### config.mk
export PLATFORM = sky130hd
export DESIGN_NAME = puf_majority_voter_flat
export DESIGN_NICKNAME = d
export VERILOG_FILES = /design/src/rtl/puf_majority_voter_if.sv /design/src/rtl/puf_majority_voter.sv /design/src/flat_wrapper.sv
export SDC_FILE = /design/constraint.sdc
export NUM_CORES = 1
export LEC_CHECK = 0
export CORE_MARGIN = 5
export CORE_UTILIZATION = 50
export DETAILED_ROUTE_END_ITERATION = 12
export DONT_BUFFER_PORTS = 1
export GPL_TIMING_DRIVEN = 0
export PLACE_DENSITY_LB_ADDON = 0.08
export REMOVE_ABC_BUFFERS = 1
export SYNTH_ARGS = -nofsm -noshare
export SYNTH_HDL_FRONTEND = slang
export SYNTH_SLANG_ARGS = --single-unit
### constraint.sdc
create_clock -name clk -period 2.2 [get_ports clk]
set_input_delay 0.66 -clock clk [delete_from_list [all_inputs] [get_ports clk]]
set_output_delay 0.66 -clock clk [all_outputs]
set_load 0.02 [all_outputs]
### src/rtl/puf_majority_voter_if.sv
// Request/key and PUF handshake signals of the majority voter.
// The unstable_mask member exists only when PUF_VOTER_MASK_EN is defined.
interface puf_majority_voter_if;
    logic        start;
    logic [4:0]  challenge_in;
    logic        puf_enable;
    logic [4:0]  puf_challenge;
    logic [15:0] puf_response;
    logic        puf_response_valid;
    logic        busy;
    logic [15:0] key;
    logic        key_valid;
    logic        error;
`ifdef PUF_VOTER_MASK_EN
    logic [15:0] unstable_mask;

    modport master (
        output start, challenge_in, puf_response, puf_response_valid,
        input  puf_enable, puf_challenge, busy, key, key_valid, error, unstable_mask
    );
    modport slave (
        input  start, challenge_in, puf_response, puf_response_valid,
        output puf_enable, puf_challenge, busy, key, key_valid, error, unstable_mask
    );
`else
    modport master (
        output start, challenge_in, puf_response, puf_response_valid,
        input  puf_enable, puf_challenge, busy, key, key_valid, error
    );
    modport slave (
        input  start, challenge_in, puf_response, puf_response_valid,
        output puf_enable, puf_challenge, busy, key, key_valid, error
    );
`endif
endinterface

### src/rtl/puf_majority_voter.sv
// Re-runs one PUF challenge NUM_SAMPLES times and majority-votes each response bit into a key.
// Optional macro PUF_VOTER_MASK_EN adds unstable_mask (bits whose samples were not unanimous).
module puf_majority_voter #(
    parameter int NUM_SAMPLES    = 7,
    parameter int CNT_W          = 4,
    parameter int TIMEOUT_CYCLES = 65535
) (
    input  logic                 clk,
    input  logic                 rst_n,
    puf_majority_voter_if.slave  bus
);
    localparam int NBITS = 16;
    localparam int TMO_W = (TIMEOUT_CYCLES < 2) ? 1 : $clog2(TIMEOUT_CYCLES);
    localparam logic [TMO_W-1:0] TMO_LAST  = TMO_W'(TIMEOUT_CYCLES - 1);
    localparam logic [CNT_W-1:0] SAMPLES_C = CNT_W'(NUM_SAMPLES);
    localparam logic [CNT_W-1:0] HALF_C    = CNT_W'(NUM_SAMPLES / 2);

    if ((NUM_SAMPLES % 2) == 0 || NUM_SAMPLES < 1 || NUM_SAMPLES > 15) begin : g_bad_samples
        $error("puf_majority_voter: NUM_SAMPLES must be odd and within 1..15");
    end
    if ((1 << CNT_W) <= NUM_SAMPLES) begin : g_bad_cnt_w
        $error("puf_majority_voter: CNT_W too narrow for NUM_SAMPLES");
    end

    typedef enum logic [2:0] {
        S_IDLE, S_WAIT_RSP, S_WAIT_REL, S_DECIDE, S_DONE, S_ERROR
    } state_t;

    state_t             r_state;
    logic [4:0]         r_challenge;
    logic [CNT_W-1:0]   r_sample_cnt;
    logic [TMO_W-1:0]   r_tmo_cnt;
    logic               r_puf_enable;
    logic               r_busy;
    logic [NBITS-1:0]   r_key;
    logic               r_key_valid;
    logic               r_error;
    logic [NBITS-1:0]   w_vote;
    logic               w_accept;
    logic               w_capture;

    assign w_accept  = bus.start &&
                       (r_state == S_IDLE || r_state == S_DONE || r_state == S_ERROR);
    assign w_capture = (r_state == S_WAIT_RSP) && bus.puf_response_valid;

`ifdef PUF_VOTER_MASK_EN
    logic [NBITS-1:0] r_unstable_mask;
    logic [NBITS-1:0] w_unstable;
    assign bus.unstable_mask = r_unstable_mask;
`endif

    // One ones-counter per response bit; the vote is a plain threshold on it.
    for (genvar gi = 0; gi < NBITS; gi++) begin : g_bit
        logic [CNT_W-1:0] r_ones_cnt;

        always_ff @(posedge clk or negedge rst_n) begin
            if (!rst_n) begin
                r_ones_cnt <= '0;
            end else if (w_accept) begin
                r_ones_cnt <= '0;
            end else if (w_capture) begin
                r_ones_cnt <= r_ones_cnt + CNT_W'(bus.puf_response[gi]);
            end
        end

        assign w_vote[gi] = (r_ones_cnt > HALF_C);
`ifdef PUF_VOTER_MASK_EN
        assign w_unstable[gi] = (r_ones_cnt != '0) && (r_ones_cnt < SAMPLES_C);
`endif
    end

    always_ff @(posedge clk or negedge rst_n) begin
        if (!rst_n) begin
            r_state      <= S_IDLE;
            r_challenge  <= '0;
            r_sample_cnt <= '0;
            r_tmo_cnt    <= '0;
            r_puf_enable <= 1'b0;
            r_busy       <= 1'b0;
            r_key        <= '0;
            r_key_valid  <= 1'b0;
            r_error      <= 1'b0;
`ifdef PUF_VOTER_MASK_EN
            r_unstable_mask <= '0;
`endif
        end else begin
            case (r_state)
                S_IDLE, S_DONE, S_ERROR: begin
                    if (bus.start) begin
                        r_state      <= S_WAIT_RSP;
                        r_challenge  <= bus.challenge_in;
                        r_sample_cnt <= '0;
                        r_tmo_cnt    <= '0;
                        r_puf_enable <= 1'b1;
                        r_busy       <= 1'b1;
                        r_key        <= '0;
                        r_key_valid  <= 1'b0;
                        r_error      <= 1'b0;
`ifdef PUF_VOTER_MASK_EN
                        r_unstable_mask <= '0;
`endif
                    end
                end
                S_WAIT_RSP: begin
                    if (bus.puf_response_valid) begin
                        r_state      <= S_WAIT_REL;
                        r_sample_cnt <= r_sample_cnt + 1'b1;
                        r_tmo_cnt    <= '0;
                        r_puf_enable <= 1'b0;
                    end else if (r_tmo_cnt == TMO_LAST) begin
                        r_state      <= S_ERROR;
                        r_puf_enable <= 1'b0;
                        r_busy       <= 1'b0;
                        r_error      <= 1'b1;
                    end else begin
                        r_tmo_cnt <= r_tmo_cnt + 1'b1;
                    end
                end
                S_WAIT_REL: begin
                    // Waiting for release keeps a held valid from being counted twice.
                    if (!bus.puf_response_valid) begin
                        r_tmo_cnt <= '0;
                        if (r_sample_cnt == SAMPLES_C) begin
                            r_state <= S_DECIDE;
                        end else begin
                            r_state      <= S_WAIT_RSP;
                            r_puf_enable <= 1'b1;
                        end
                    end else if (r_tmo_cnt == TMO_LAST) begin
                        r_state <= S_ERROR;
                        r_busy  <= 1'b0;
                        r_error <= 1'b1;
                    end else begin
                        r_tmo_cnt <= r_tmo_cnt + 1'b1;
                    end
                end
                S_DECIDE: begin
                    r_state     <= S_DONE;
                    r_key       <= w_vote;
                    r_key_valid <= 1'b1;
                    r_busy      <= 1'b0;
`ifdef PUF_VOTER_MASK_EN
                    r_unstable_mask <= w_unstable;
`endif
                end
                default: begin
                    r_state <= S_IDLE;
                end
            endcase
        end
    end

    assign bus.puf_enable    = r_puf_enable;
    assign bus.puf_challenge = r_challenge;
    assign bus.busy          = r_busy;
    assign bus.key           = r_key;
    assign bus.key_valid     = r_key_valid;
    assign bus.error         = r_error;
endmodule
### src/flat_wrapper.sv
// flat-port wrapper written by rule: the top's interface ports become plain ports
module puf_majority_voter_flat 
#(
    parameter int NUM_SAMPLES    = 7,
    parameter int CNT_W          = 4,
    parameter int TIMEOUT_CYCLES = 65535
)
  (clk, rst_n, bus_start, bus_challenge_in, bus_puf_response, bus_puf_response_valid, bus_puf_enable, bus_puf_challenge, bus_busy, bus_key, bus_key_valid, bus_error);
  puf_majority_voter_if bus_i ();
  input  logic clk;
  input  logic rst_n;
  input wire logic [$bits(bus_i.start)-1:0] bus_start;
  input wire logic [$bits(bus_i.challenge_in)-1:0] bus_challenge_in;
  input wire logic [$bits(bus_i.puf_response)-1:0] bus_puf_response;
  input wire logic [$bits(bus_i.puf_response_valid)-1:0] bus_puf_response_valid;
  output wire logic [$bits(bus_i.puf_enable)-1:0] bus_puf_enable;
  output wire logic [$bits(bus_i.puf_challenge)-1:0] bus_puf_challenge;
  output wire logic [$bits(bus_i.busy)-1:0] bus_busy;
  output wire logic [$bits(bus_i.key)-1:0] bus_key;
  output wire logic [$bits(bus_i.key_valid)-1:0] bus_key_valid;
  output wire logic [$bits(bus_i.error)-1:0] bus_error;
  assign bus_i.start = bus_start;
  assign bus_i.challenge_in = bus_challenge_in;
  assign bus_i.puf_response = bus_puf_response;
  assign bus_i.puf_response_valid = bus_puf_response_valid;
  assign bus_puf_enable = bus_i.puf_enable;
  assign bus_puf_challenge = bus_i.puf_challenge;
  assign bus_busy = bus_i.busy;
  assign bus_key = bus_i.key;
  assign bus_key_valid = bus_i.key_valid;
  assign bus_error = bus_i.error;
  puf_majority_voter #(.NUM_SAMPLES(NUM_SAMPLES), .CNT_W(CNT_W), .TIMEOUT_CYCLES(TIMEOUT_CYCLES)) u_core (.clk(clk), .rst_n(rst_n), .bus(bus_i));
endmodule
; ---- Word level (Yosys, flattened, before mapping)
; Index checks and enable logic that the tools add are counted.
[classes]
eq_ne = 14
n_lt_le_gt_ge = 16
n_reduce_logical = 18
muxes = 63
n_addsub = 18
[ops]
columns = op, n
row1 = 2-to-1 mux 4 bit, 34
row2 = adder 4 x 1 -> 4 bit, 16
row3 = "greater-than comparator 4 x 2 -> 1 bit, second input constant", 16
row4 = 2-to-1 mux 16 bit, 4
row5 = one-hot mux 16 bit (3 select lines), 1
row6 = one-hot mux 16 bit (2 select lines), 1
row7 = "adder 16 x 1 -> 16 bit, second input constant", 1
row8 = "== test 16 bit, second input constant", 1
row9 = 2-to-1 mux 1 bit, 12
row10 = 2-to-1 mux 3 bit, 4
row11 = "!= test 2 bit, second input constant", 6
row12 = one-hot mux 3 bit (4 select lines), 1
row13 = one-hot mux 4 bit (2 select lines), 1
row14 = AND reduction 4 bit, 2
row15 = "== test 3 x 2 -> 1 bit, second input constant", 2
row16 = "== test 3 bit, second input constant", 2
row17 = one-hot mux 1 bit (3 select lines), 2
row18 = AND reduction 2 bit, 3
row19 = nonzero test 2 bit, 3
row20 = AND reduction 5 bit, 1
row21 = "adder 4 x 1 -> 4 bit, second input constant", 1
row22 = "== test 4 x 3 -> 1 bit, second input constant", 1
row23 = one-hot mux 1 bit (4 select lines), 1
row24 = nonzero test 4 bit, 1
row25 = 10 further kinds, 12
[word_totals]
ff_bits = 112
output_inout_bits = 25

; ---- Longest topological paths before layout
[logic_depth]
word_depth = 5
mapped_depth = 7
mapped_depth_nobuf = 6

; ---- Worst setup path before layout
; OpenSTA, ideal clock, no wires.
[synth_timing]
path_kind = input -> register
from = input bus_puf_response_valid
to = register u_core.r_tmo_cnt[6]
required_ns = 2.066
setup_time_ns = 0.134
path_slack_ns = 0.450
n_path_buf = 2
path_stages = 6
t_arrival_ns = 1.616
cell_sequence = clkbuf_1 nand3b_1 a21o_1 nand2_1 buf_2 a21oi_1
[synth_via]
elab_chain_cells = 2
[synth_rtl]
columns = item, line
row1 = "start, declared", flat_wrapper.sv:15  ; input wire logic [$bits(bus_i.puf_response_valid)-1:0] bus_puf_response_valid;
row2 = 2-to-1 mux 16 bit (on tied branches), "puf_majority_voter.sv:121, puf_majority_voter.sv:105"
row3 = one-hot mux 16 bit (3 select lines) (*), puf_majority_voter.sv:87  ; case (r_state)
row4 = "end signal, assigned", puf_majority_voter.sv:116  ; r_tmo_cnt <= r_tmo_cnt + 1'b1;
row5 = "end signal, assigned", puf_majority_voter.sv:134  ; r_tmo_cnt <= r_tmo_cnt + 1'b1;
row6 = "end, declared", puf_majority_voter.sv:32  ; logic [TMO_W-1:0] r_tmo_cnt;
; Mark *: on every way between the ends. The rest lies on a longest branch, timed or not.
; A chain may end at the register's enable or synchronous reset.

; ---- Worst setup path in the final report
[layout_timing]
from = register u_core.r_state[0]
to = register u_core.r_key[8], in the netlist u_core.bus.key[8]
[layout_via]
elab_chain_cells = 4
[layout_rtl]
columns = item, line
row1 = "start, declared", puf_majority_voter.sv:29  ; state_t r_state;
row2 = "start signal, assigned", puf_majority_voter.sv:74  ; r_state <= S_IDLE;
row3 = "start signal, assigned", puf_majority_voter.sv:90  ; r_state <= S_WAIT_RSP;
row4 = "start signal, assigned", puf_majority_voter.sv:106  ; r_state <= S_WAIT_REL;
row5 = == test 3 bit / logical NOT 3 bit (equally long branches), puf_majority_voter.sv:87
row6 = OR reduction 3 bit, puf_majority_voter.sv:87
row7 = != test 2 bit (no source line) / nonzero test 2 bit (equally long branches), -
row8 = AND reduction 2 bit (no source line), -
row9 = "end signal, assigned", puf_majority_voter.sv:139  ; r_key <= w_vote;
row10 = "end, declared", puf_majority_voter.sv:35  ; logic [NBITS-1:0] r_key;
; Parallel ways exist; a longest one is shown, timed or not.

==> summary.txt <==
CTS
  – Bufs on Longest Clock Path: 2
  – Worst-skew pair later-pin latency: between 300 and 400 ps
  – CTS tree: built
  – Clk pin slew, worst setup/hold paths: 100 ps
  – TritonCTS buffer count: 9
  – CTS root buf: clkbuf_8
  – Total clock sinks: about 110
  – H-tree depth: 3

Die
  – Core ar.: about 11000 µm²
  – Die H: approximately 120 µm
  – Rows: 38
  – Die width: 115 µm
  – Ports: 50
  – Initial Utilization: roughly 51%
  – Die area: roughly 13000 µm²

Final layout
  – Ant diodes: 0
  – Final std cells w/o fill: between 600 and 700
  – Area delta synth->final: 6.24%
  – Final net count: roughly 590
  – Most frequent cells in the layout: 111 x dfrtp_1, 92 x nand2_1, 43 x a21oi_1, 39 x nor2_1, 35 x ha_1
  – Leading cell type in the layout, fill and taps excluded: dfrtp_1
  – Layout cells sized above 1: under 10%
  – Fillers: 986

Yosys
  – EDFF count, synth: 0
  – Synth Area per Inst: between 10 and 15 µm²
  – Top_reg_cell synth: dfrtp_1
  – Post-synthesis register bit count: roughly 110
  – Unique masters post-synth: a little under 60
  – Post-synth top area cell: dfrtp_1
  – Yosys Warn Count: 0
  – Mapped Area: 5540 µm²
  – Sequential area share after synthesis: about half
  – Async SR Flop Fraction: 100%
  – Share of the synthesized area in the top cell type: between 50% and 60%
  – Syn Inst Count: roughly 540
  – Top post-synthesis cells by area: dfrtp_1 51%, ha_1 7.9%, nand2_1 6.3%

Hold path
  – Hold Path Class: in -> async

Setup path
  – Endpoint type of the worst setup path: flip-flop
  – Worst EP arrival: around 2200 ps
  – CP bufs+invs: 0
  – Worst path required time: between 2000 and 2500 ps
  – CP Cell Sequence: and2_1, nand2b_2, nor3_1, a21oi_1
  – Crit-path slowest cell: dfrtp_1
  – CP startpoint kind: flip-flop
  – CP Class: reg -> reg
  – CP max FO: 34
  – CP top delay family: simple AND/OR/NAND/NOR gates
  – Crit-path max cell delay: around 660 ps

Detailed routing
  – Initial DRT Pass Iterations: 4
  – Post-Route WL: around 11 mm
  – Antenna-violating nets left: 0
  – Via density: between 5 and 6
  – Via count: 3921
  – DRC: 0
  – Iter 0 DRT Violations: slightly below 200
  – Wire per inst: between 15 and 20 µm

STA
  – Final Hold Vio Count: between 100 and 150
  – Max transition margin: roughly 48%
  – Worst Hold Slack: -37.0 ps
  – Slew Limit Fails: 0
  – RSZ-0062 raised after global routing: false
  – Final setup vio count: 0
  – Actual slew at the worst max-slew pin: 780 ps
  – Fmax: a little over 500 MHz
  – Clk_skew: around 9.5 ps
  – Tmin final: between 1500 and 2000 ps
  – Period utilization: roughly nine tenths

Power and ir drop
  – VDD IR-drop max: roughly 620 µV
  – P_leak: between 2 and 3 nW
  – Pwr Total: approximately 6.5 mW
  – Power Density: about 1100 nW/µm²

Global routing
  – Remaining Overflow, GRT: 0
  – Pin count of the biggest net entering global routing: around 110
  – Vias in the first global route: roughly 3800
  – GRT Total Usage: between 10% and 20%
  – Antenna violations before repair: 0
  – First-pass GRT wire length: 18.5 mm

Place
  – Input/output buffers: 0
  – Global placement routability congestion: around 0.83
  – Hpwl dp: around 6.8 mm
  – Post-Place Cells: about 660

Outcome
  – Violated checks: negative hold slack
  – Status: complete, but fails checks

Job
  – Max_cap viols: 0
==> worst paths after layout <==
kind | end | cells after the start | startpoint | slack, ps
hold / removal | u_core.bus.puf_challenge[4]$_DFFE_PN0P_ | 0 | rst_n | -40
setup reg to reg | u_core.bus.key[8]$_DFFE_PN0P_ | 4 | u_core.r_state[0]$_DFFE_PN0P_ | 220
min in group clk | u_core.bus.puf_challenge[4]$_DFFE_PN0P_ | 2 | bus_challenge_in[4] | 380
hold reg to reg | u_core.g_bit[13].r_ones_cnt[0]$_DFFE_PN0P_ | 1 | u_core.g_bit[13].r_ones_cnt[0]$_DFFE_PN0P_ | 510
setup / recovery | u_core.bus.key[8]$_DFFE_PN0P_ | 4 | u_core.r_state[0]$_DFFE_PN0P_ | 220
max in group asynchronous | u_core.r_state[1]$_DFFE_PN0P_ | 0 | rst_n | 2090
==> where the power goes <==
group | switching [mW] | leakage, nW | internal [mW]
clock | 0.684 | 0.110 | 0.627
sequential | 0.651 | 1.51 | 2.54
combinational | 1.20 | 1.12 | 0.762
total | 2.53 | 2.74 | 3.93
==> sequential cells by signal, indices dropped and copies added (netlist names) <==
| name | count |
|---|---|
| u_core.g_bit.r_ones_cnt | 64 |
| u_core.bus.key | 16 |
| u_core.r_tmo_cnt | 16 |
| u_core.bus.puf_challenge | 5 |
| u_core.r_sample_cnt | 4 |
| u_core.r_state | 3 |
| u_core.bus.busy | 1 |
| u_core.bus.error | 1 |
| u_core.bus.key_valid | 1 |
| u_core.bus.puf_enable | 1 |
==> per-layer routing <==
metal	global-route usage, %	vias to the layer above	wire length [µm]	share of wire (%)
li1	-	1908	-	-
met1	23.0	1931	5120	46
met2	28.1	69	5330	48
met3	5.84	13	551	4.9
met4	4.69	0	136	1.2
met5	0	-	0	0
==> stage by stage <==
step | utilization, % | setup slack [ps] | hold slack, ps | setup TNS (ps) | area (µm²)
finish | 54.3 | 217 | -37.0 | 0 | 5880
global route | 54.3 | 32.3 | -80.0 | 0 | 5880
CTS | 54.1 | 1.14 | -64.8 | 0 | 5870
detailed placement | 52.0 | -389 | 367 | -15740 | 5640
global placement | 51.5 | -1800 | 367 | -120080 | 5580
floorplan | - | -540 | 364 | -32550 | 5410
==> cell families after synthesis <==
group                      after synthesis  share of synthesized area, %
buffers and inverters                   32                          2.55
AOI/OAI and AO/OA                      101                          12.6
DFF                                    112                          50.6
muxes                                    4                         0.723
and+or+nand+nor                        227                          20.4
xor gates and xnor gates                33                          5.22
adders and majority gates               35                          7.91
==> area by class of cell <==
cell class	count	area, µm²	share of cell area, %
Tap cell	140	175	2.98
Clock inverter	3	47.5	0.808
Multi-Input combinational cell	401	2640	44.9
Inverter	3	11.3	0.191
Clock buffer	13	169	2.87
Sequential cell	112	2800	47.7
Timing Repair Buffer	2	35.0	0.595
==> synthesized netlist by cell type (2+ instances only) <==
library cell / instances
o211ai_1: 2
nand3_1: 11
or4_4: 2
o31ai_1: 11
inv_1: 3
nand3b_1: 4
nand2b_1: 3
a21oi_1: 44
nor2b_1: 3
nor2_1: 40
mux2i_1: 4
a22o_1: 18
nand2_1: 93
and4_1: 3
ha_1: 35
o21ai_0: 6
o21ai_1: 2
nand4_1: 21
dfrtp_1: 112
clkbuf_1: 14
xor2_1: 33
nor3b_1: 3
a21o_1: 2
or4_1: 8
nor4_1: 5
buf_2: 11
buf_1: 3
nor3_1: 17
==> repair_timing <==
item                                    4_1_cts  5_1_grt
resized for setup                             2        2
gates cloned                                  0        1
pin swaps                                     0        1
endpoints found under the setup margin       69       58
endpoints found under the hold margin       112      112
setup buffers                                 0        0
Power figures use the tool's default switching activity.
